`config.mk`:
```
export PLATFORM = sky130hd
export DESIGN_NAME = memory_arbiter_flat
export DESIGN_NICKNAME = d
export VERILOG_FILES = /design/src/rtl/memory_arbiter_if.sv /design/src/rtl/memory_arbiter.sv /design/src/flat_wrapper.sv
export SDC_FILE = /design/constraint.sdc
export NUM_CORES = 1
export LEC_CHECK = 0
export BUFFER_PORTS_ARGS = -buffer_cell sky130_fd_sc_hd__buf_2
export CORE_MARGIN = 2
export CORE_UTILIZATION = 42
export CTS_BUF_LIST = sky130_fd_sc_hd__clkbuf_2 sky130_fd_sc_hd__clkbuf_4 sky130_fd_sc_hd__clkbuf_8
export CTS_CLUSTER_DIAMETER = 30
export CTS_CLUSTER_SIZE = 25
export DETAILED_ROUTE_END_ITERATION = 12
export GPL_ROUTABILITY_DRIVEN = 0
export GPL_TIMING_DRIVEN = 0
export PLACE_DENSITY = 0.95
export SLEW_MARGIN = 20
export SYNTH_ARGS = -nofsm -noshare
export SYNTH_HDL_FRONTEND = slang
export SYNTH_SLANG_ARGS = --single-unit
```
`constraint.sdc`:
```
create_clock -name clock -period 4.05 [get_ports clock]
set_input_delay 0.81 -clock clock [delete_from_list [all_inputs] [get_ports clock]]
set_output_delay 0.81 -clock clock [all_outputs]
set_load 0.01 [all_outputs]
```
`src/rtl/memory_arbiter_if.sv`:
```
// memory_arbiter_if: request/response ports of both requesters plus the shared memory port.
interface memory_arbiter_if #(
   parameter int ADDR_WIDTH = 8,
   parameter int DATA_WIDTH = 8
);
   logic                  req0_valid, req0_write, req0_ready;
   logic [ADDR_WIDTH-1:0] req0_address;
   logic [DATA_WIDTH-1:0] req0_data;
   logic                  req1_valid, req1_write, req1_ready;
   logic [ADDR_WIDTH-1:0] req1_address;
   logic [DATA_WIDTH-1:0] req1_data;
   logic                  resp0_valid, resp0_ready;
   logic [DATA_WIDTH-1:0] resp0_data;
   logic                  resp1_valid, resp1_ready;
   logic [DATA_WIDTH-1:0] resp1_data;
   logic [ADDR_WIDTH-1:0] mem_read_address, mem_write_address;
   logic [DATA_WIDTH-1:0] mem_write_data, mem_read_data;
   logic                  mem_write_enable;
   modport slave (
      input  req0_valid, req0_write, req0_address, req0_data,
      input  req1_valid, req1_write, req1_address, req1_data,
      output req0_ready, req1_ready,
      output resp0_valid, resp0_data, resp1_valid, resp1_data,
      input  resp0_ready, resp1_ready,
      output mem_read_address, mem_write_address, mem_write_data, mem_write_enable,
      input  mem_read_data
   );
   modport master (
      output req0_valid, req0_write, req0_address, req0_data,
      output req1_valid, req1_write, req1_address, req1_data,
      input  req0_ready, req1_ready,
      input  resp0_valid, resp0_data, resp1_valid, resp1_data,
      output resp0_ready, resp1_ready,
      input  mem_read_address, mem_write_address, mem_write_data, mem_write_enable,
      output mem_read_data
   );
endinterface

```
`src/rtl/memory_arbiter.sv`:
```
// memory_arbiter: grants one of two requesters per cycle to a shared memory and holds read responses.
// Round-robin by default; define MEMORY_ARBITER_FIXED_PRIORITY_EN to make requester 0 always win.
module memory_arbiter #(
   parameter int ADDR_WIDTH = 8,
   parameter int DATA_WIDTH = 8
) (
   input logic             clock,
   input logic             reset,
   memory_arbiter_if.slave bus
);
   logic [1:0]            valid, write, rready, elig, grant, rd_hs, rvalid_q, rvalid_d;
   logic [DATA_WIDTH-1:0] rdata_q [2];
   logic [DATA_WIDTH-1:0] rdata_d [2];
   logic [ADDR_WIDTH-1:0] addr;
   assign valid  = {bus.req1_valid, bus.req0_valid};
   assign write  = {bus.req1_write, bus.req0_write};
   assign rready = {bus.resp1_ready, bus.resp0_ready};
   // a read may only proceed when its response slot is empty or draining this edge
   assign elig   = valid & (write | ~rvalid_q | rready);
`ifdef MEMORY_ARBITER_FIXED_PRIORITY_EN
   assign grant = {elig[1] & ~elig[0], elig[0]} & {2{reset}};
`else
   logic last_q, last_d;
   assign grant  = {elig[1] & (~elig[0] | ~last_q), elig[0] & (~elig[1] | last_q)} & {2{reset}};
   assign last_d = |grant ? grant[1] : last_q;
   always_ff @(posedge clock or negedge reset)
      if (!reset) last_q <= 1'b1;
      else last_q <= last_d;
`endif
   assign rd_hs                 = grant & ~write;
   assign addr                  = grant[1] ? bus.req1_address : bus.req0_address;
   assign bus.mem_read_address  = addr;
   assign bus.mem_write_address = addr;
   assign bus.mem_write_data    = grant[1] ? bus.req1_data : bus.req0_data;
   assign bus.mem_write_enable  = |(grant & write);
   assign bus.req0_ready        = grant[0];
   assign bus.req1_ready        = grant[1];
   assign bus.resp0_valid       = rvalid_q[0];
   assign bus.resp1_valid       = rvalid_q[1];
   assign bus.resp0_data        = rdata_q[0];
   assign bus.resp1_data        = rdata_q[1];
   always_comb begin
      rvalid_d = rd_hs | (rvalid_q & ~rready);
      for (int i = 0; i < 2; i++) rdata_d[i] = rd_hs[i] ? bus.mem_read_data : rdata_q[i];
   end
   always_ff @(posedge clock or negedge reset)
      if (!reset) begin
         rvalid_q <= '0;
         rdata_q  <= '{default: '0};
      end else begin
         rvalid_q <= rvalid_d;
         rdata_q  <= rdata_d;
      end
endmodule
```
`src/flat_wrapper.sv`:
```
// flat-port wrapper written by rule: the top's interface ports become plain ports
module memory_arbiter_flat 
#(
   parameter int ADDR_WIDTH = 8,
   parameter int DATA_WIDTH = 8
)
  (clock, reset, bus_req0_valid, bus_req0_write, bus_req0_address, bus_req0_data, bus_req1_valid, bus_req1_write, bus_req1_address, bus_req1_data, bus_req0_ready, bus_req1_ready, bus_resp0_valid, bus_resp0_data, bus_resp1_valid, bus_resp1_data, bus_resp0_ready, bus_resp1_ready, bus_mem_read_address, bus_mem_write_address, bus_mem_write_data, bus_mem_write_enable, bus_mem_read_data);
  memory_arbiter_if #(.ADDR_WIDTH(ADDR_WIDTH), .DATA_WIDTH(DATA_WIDTH)) bus_i ();
  input logic clock;
  input logic reset;
  input wire logic [$bits(bus_i.req0_valid)-1:0] bus_req0_valid;
  input wire logic [$bits(bus_i.req0_write)-1:0] bus_req0_write;
  input wire logic [$bits(bus_i.req0_address)-1:0] bus_req0_address;
  input wire logic [$bits(bus_i.req0_data)-1:0] bus_req0_data;
  input wire logic [$bits(bus_i.req1_valid)-1:0] bus_req1_valid;
  input wire logic [$bits(bus_i.req1_write)-1:0] bus_req1_write;
  input wire logic [$bits(bus_i.req1_address)-1:0] bus_req1_address;
  input wire logic [$bits(bus_i.req1_data)-1:0] bus_req1_data;
  output wire logic [$bits(bus_i.req0_ready)-1:0] bus_req0_ready;
  output wire logic [$bits(bus_i.req1_ready)-1:0] bus_req1_ready;
  output wire logic [$bits(bus_i.resp0_valid)-1:0] bus_resp0_valid;
  output wire logic [$bits(bus_i.resp0_data)-1:0] bus_resp0_data;
  output wire logic [$bits(bus_i.resp1_valid)-1:0] bus_resp1_valid;
  output wire logic [$bits(bus_i.resp1_data)-1:0] bus_resp1_data;
  input wire logic [$bits(bus_i.resp0_ready)-1:0] bus_resp0_ready;
  input wire logic [$bits(bus_i.resp1_ready)-1:0] bus_resp1_ready;
  output wire logic [$bits(bus_i.mem_read_address)-1:0] bus_mem_read_address;
  output wire logic [$bits(bus_i.mem_write_address)-1:0] bus_mem_write_address;
  output wire logic [$bits(bus_i.mem_write_data)-1:0] bus_mem_write_data;
  output wire logic [$bits(bus_i.mem_write_enable)-1:0] bus_mem_write_enable;
  input wire logic [$bits(bus_i.mem_read_data)-1:0] bus_mem_read_data;
  assign bus_i.req0_valid = bus_req0_valid;
  assign bus_i.req0_write = bus_req0_write;
  assign bus_i.req0_address = bus_req0_address;
  assign bus_i.req0_data = bus_req0_data;
  assign bus_i.req1_valid = bus_req1_valid;
  assign bus_i.req1_write = bus_req1_write;
  assign bus_i.req1_address = bus_req1_address;
  assign bus_i.req1_data = bus_req1_data;
  assign bus_req0_ready = bus_i.req0_ready;
  assign bus_req1_ready = bus_i.req1_ready;
  assign bus_resp0_valid = bus_i.resp0_valid;
  assign bus_resp0_data = bus_i.resp0_data;
  assign bus_resp1_valid = bus_i.resp1_valid;
  assign bus_resp1_data = bus_i.resp1_data;
  assign bus_i.resp0_ready = bus_resp0_ready;
  assign bus_i.resp1_ready = bus_resp1_ready;
  assign bus_mem_read_address = bus_i.mem_read_address;
  assign bus_mem_write_address = bus_i.mem_write_address;
  assign bus_mem_write_data = bus_i.mem_write_data;
  assign bus_mem_write_enable = bus_i.mem_write_enable;
  assign bus_i.mem_read_data = bus_mem_read_data;
  memory_arbiter #(.ADDR_WIDTH(ADDR_WIDTH), .DATA_WIDTH(DATA_WIDTH)) u_core (.clock(clock), .reset(reset), .bus(bus_i));
endmodule
```
# Word-level counts from Yosys, hierarchy flattened
# Cells that the tools add are included.
dict set report word_totals {
  regBits 19
  inputBits 48
  output_inout_bits 45
  wordCells 26
}
dict set report classes {
  mux 2
  n_bitwise 18
  reduce_logical 2
}
# operator count
set ops {}
lappend ops {{$mux W8} 2}
lappend ops {{$and A2 B2 Y2} 5}
lappend ops {{$not A2 Y2} 3}
lappend ops {{$or A2 B2 Y2} 3}
lappend ops {{$reduce_or A2 Y1} 2}
lappend ops {{$not A1 Y1} 3}
lappend ops {{$and A1 B1 Y1} 2}
lappend ops {{$or A1 B1 Y1} 2}

# Depth between registers and ports, before layout
dict set report depth {
  ltp_word 10
  depth_mapped 5
}

# Worst setup path after synthesis
# No wires, ideal clock.
dict set report synth_timing {
  path_kind {input to output}
  startpoint {in bus_req1_write}
  endpoint {out bus_mem_write_address[0]}
  arrival_ps 2201
  setup_slack_ps 1039
  stages 5
  n_path_buf 2
  cell_sequence {or3b_4 > o211ai_2 > buf_2 > mux2_2 > buf_4}
}
dict set report synth_via {
  elab_chain_len 6
}
# element line_no
set synth_lines {}
lappend synth_lines {{start: declaration} flat_wrapper.sv:16} ;# input wire logic [$bits(bus_i.req1_write)-1:0] bus_req1_write;
lappend synth_lines {{$or A2 B2 Y2 (2 in a row)} memory_arbiter.sv:19} ;# assign elig = valid & (write | ~rvalid_q | rready);
lappend synth_lines {{$and A2 B2 Y2} memory_arbiter.sv:19}
lappend synth_lines {{$and A1 B1 Y1} memory_arbiter.sv:24} ;# assign grant = {elig[1] & (~elig[0] | ~last_q), elig[0] & (~elig[1] | last_q)} & {2{reset}};
lappend synth_lines {{$and A2 B2 Y2} memory_arbiter.sv:24}
lappend synth_lines {{$mux W8} memory_arbiter.sv:31} ;# assign addr = grant[1] ? bus.req1_address : bus.req0_address;
lappend synth_lines {{end: declaration} flat_wrapper.sv:28} ;# output wire logic [$bits(bus_i.mem_write_address)-1:0] bus_mem_write_address;
# No other way between the ends.

# Final worst setup path
dict set report layout_timing {
  startpoint {in reset}
  endpoint {out bus_mem_write_address[5]}
}
dict set report layout_via {
  elab_chain_len 2
}
# element line_no
set layout_lines {}
lappend layout_lines {{start: declaration} flat_wrapper.sv:10} ;# input logic reset;
lappend layout_lines {{$and A2 B2 Y2} memory_arbiter.sv:24}
lappend layout_lines {{$mux W8} memory_arbiter.sv:31}
# No other way between the ends.

==> impl_metrics.yaml <==
clock_tree:
  cts.sink_count: 19
  cts_tree: "yes"
  root_buffer: "clkbuf_4"
  insertion_delay_ps: 290
  clock_path_buffers: 2
  h-tree-depth: 1
  clkTransAtPathRegs_ps: 100
  postCtsSetupBuffers: 0
  cts_hold_buf: 0
  cts_made_buffers: 3
  post_cts_resized: 0
yosys:
  synth-seq-area-share: 0.447
  synth_area_per_cell_um2: 13.3
  synth_fp_nets: 128
  synth_area_mm2: 0.00107
  synthCells: 80
  yosysWarningCount: 0
  synth-seq-cells: 19
  synth_cell_types: 21
outcome:
  status: "complete, no violations"
power:
  irDropWorstVdd_mv: 0.241
  p_per_area_mw_per_mm2: 361
  power.switching_fraction: 0.310
  clkPwrFrac: 0.156
  comb_power_share: 0.393
  power_switching_w: 0.000179
  seqPwrFrac: 0.451
  total_leakage_power_nw: 0.852
  internal_power_w: 0.000397
sta:
  hold_violations: 0
  fin_crit_ps: 3330
  rsz0062_at_grt: "no"
  fmax_mhz: 301
  finClkSkew_ps: 3.84
  slew_viol_final: 0
  timing.final.crit_share: 0.821
  tns_ps: 0
  hold_slack_ps: 446
  worstMarginPinSlew_ps: 649
  slew_headroom: 0.567
  setup_violations: 0
drt:
  wl_um: 2600
  wl_per_cell_um: 12.6
  route.detailed.drc: 0
  via_count: 983
  dr.first_iter.drc_count: 1
  firstDrtPassIters: 3
  viasPerCell: 4.77
  detail-route-antenna-nets: 0
layout:
  fin_nets: 225
  layout.cells.non_filler: 206
  final_cell_mix: "buf_2, mux2_2, dfrtp_1"
  final_layout_size_suffix_gt1_frac: 0.830
  post-route-util: 0.655
  final_common_cell: "buf_2"
  area_growth_pct: 49.2
  fin_area_mm2: 0.00159
  n_antenna_cell: 0
die:
  start_util: 0.439
  num_rows: 18
  chipHeight_um: 54.4
  core-area_mm2: 0.00243
  dieArea_mm2: 0.00296
  fp.dieW_um: 54.4
  pin_count: 93
global_route:
  grt_use_met1: 0.202
  grt_usage: 0.183
  met2_usage: 0.369
  grt_start_max_net_pins: 22
  busiest_layer: "met2"
  overflow: 0
  grt_first_pass_wirelength_um: 4020
  grt_pass1_vias: 1028
  groute.layer.met3.usage: 0.0191
  antenna_found_initial: 0
worst_setup_path:
  crit_arrival_ps: 2520
  path_class: "in2out"
  cp_max_fo: 21
  cp_data_required_time_ps: 3240
  reg2regPathDepth: 3
  worst_setup_path_start_kind: "input pin"
  cp-end-kind: "output pin"
place:
  numPortBuffers: 92
  hpwlAfterDp_um: 2300
  place_area_mm2: 0.00157
  place_inst: 202
worst_hold_path:
  min_path_type: "in2async"
job:
  maxCapViolations: 0
[power groups by stage]
stage	Combinational (W)	Clock, W	Sequential, W
floorplan	0.0000999	0	0.000286
global placement	0.000221	0	0.000259
detailed placement	0.000230	0	0.000264
CTS	0.000231	0.0000956	0.000260
global route	0.000249	0.000107	0.000266
finish	0.000226	0.0000899	0.000260
[state kept, by name, indices dropped and copies added, names as in the netlist]
name,count
u_core.last_q,1
u_core.rvalid_q,2
u_core.bus.resp1_data,8
u_core.bus.resp0_data,8
[worst max-delay path: stages]
cell and delay, ps:
buf_2 360, and2_1 270, o211ai_2 240, buf_2 270, mux2_2 300, buf_4 130
buf_2 130
[path summary, 6_finish.rpt]
| check | from | endpoint | slack [ps] |
|---|---|---|---|
| max | reset | bus_mem_write_address[5] | 720 |
| min | reset | u_core.bus.resp1_data[1]$_DFFE_PN0P_ | 450 |
| max reg2reg | u_core.last_q$_DFFE_PN1P_ | u_core.bus.resp0_data[7]$_DFFE_PN0P_ | 2080 |
| min reg2reg | u_core.last_q$_DFFE_PN1P_ | u_core.last_q$_DFFE_PN1P_ | 510 |
| max in group asynchronous | reset | u_core.last_q$_DFFE_PN1P_ | 3270 |
| min in group clock | u_core.last_q$_DFFE_PN1P_ | u_core.last_q$_DFFE_PN1P_ | 510 |
[synth_stat cells (all sizes together)]
| cell type | instances | share of area |
|---|---|---|
| and2b | 1 | 0.0082 |
| or3b | 1 | 0.011 |
| nand2b | 1 | 0.0059 |
| a22o | 1 | 0.0094 |
| nor3b | 1 | 0.012 |
| and2 | 1 | 0.0059 |
| a2111oi | 1 | 0.026 |
| or2 | 1 | 0.0059 |
| inv | 2 | 0.0070 |
| buf | 9 | 0.061 |
| o21ai | 1 | 0.0047 |
| dfstp | 1 | 0.025 |
| o211ai | 2 | 0.019 |
| dfrtp | 18 | 0.42 |
| nand2 | 4 | 0.014 |
| o2111ai | 1 | 0.014 |
| a211oi | 1 | 0.0070 |
| mux2 | 32 | 0.34 |
| nor2b | 1 | 0.0059 |
[metrics by stage]
stage	total power (W)	setup slack (ps)
floorplan	0.000385	1040
global placement	0.000481	749
detailed placement	0.000494	663
CTS	0.000586	665
global route	0.000621	520
finish	0.000576	724
[area by class of cell]
class	instances	area [µm²]
fillers	192	840
inverters	2	7.51
clock inverters	1	5.00
well taps	30	37.5
repair buffers	92	460
clock buffers	3	22.5
plain buffers	9	65.1
multi-input cells	50	518
flip-flops and latches	19	477
[kinds of logic (layout without fill, tap and decap cells)]
group | Yosys count | after routing | share of synthesized area
buffers and inverters | 11 | 107 | 0.0680
AO/OA/AOI/OAI | 7 | 7 | 0.0797
flip-flops | 19 | 19 | 0.447
multiplexers | 32 | 32 | 0.338
AND/OR/NAND/NOR | 11 | 11 | 0.0680
[layer usage]
metal  part of all wire  vias up  routed length [µm]
li1                   -      475                   -
met3              0.092        0                 239
met1               0.37      450                 953
met2               0.54       58                1410
met4                  0        0                   0
met5                  0        -                   0
Power figures use the tool's default switching activity.
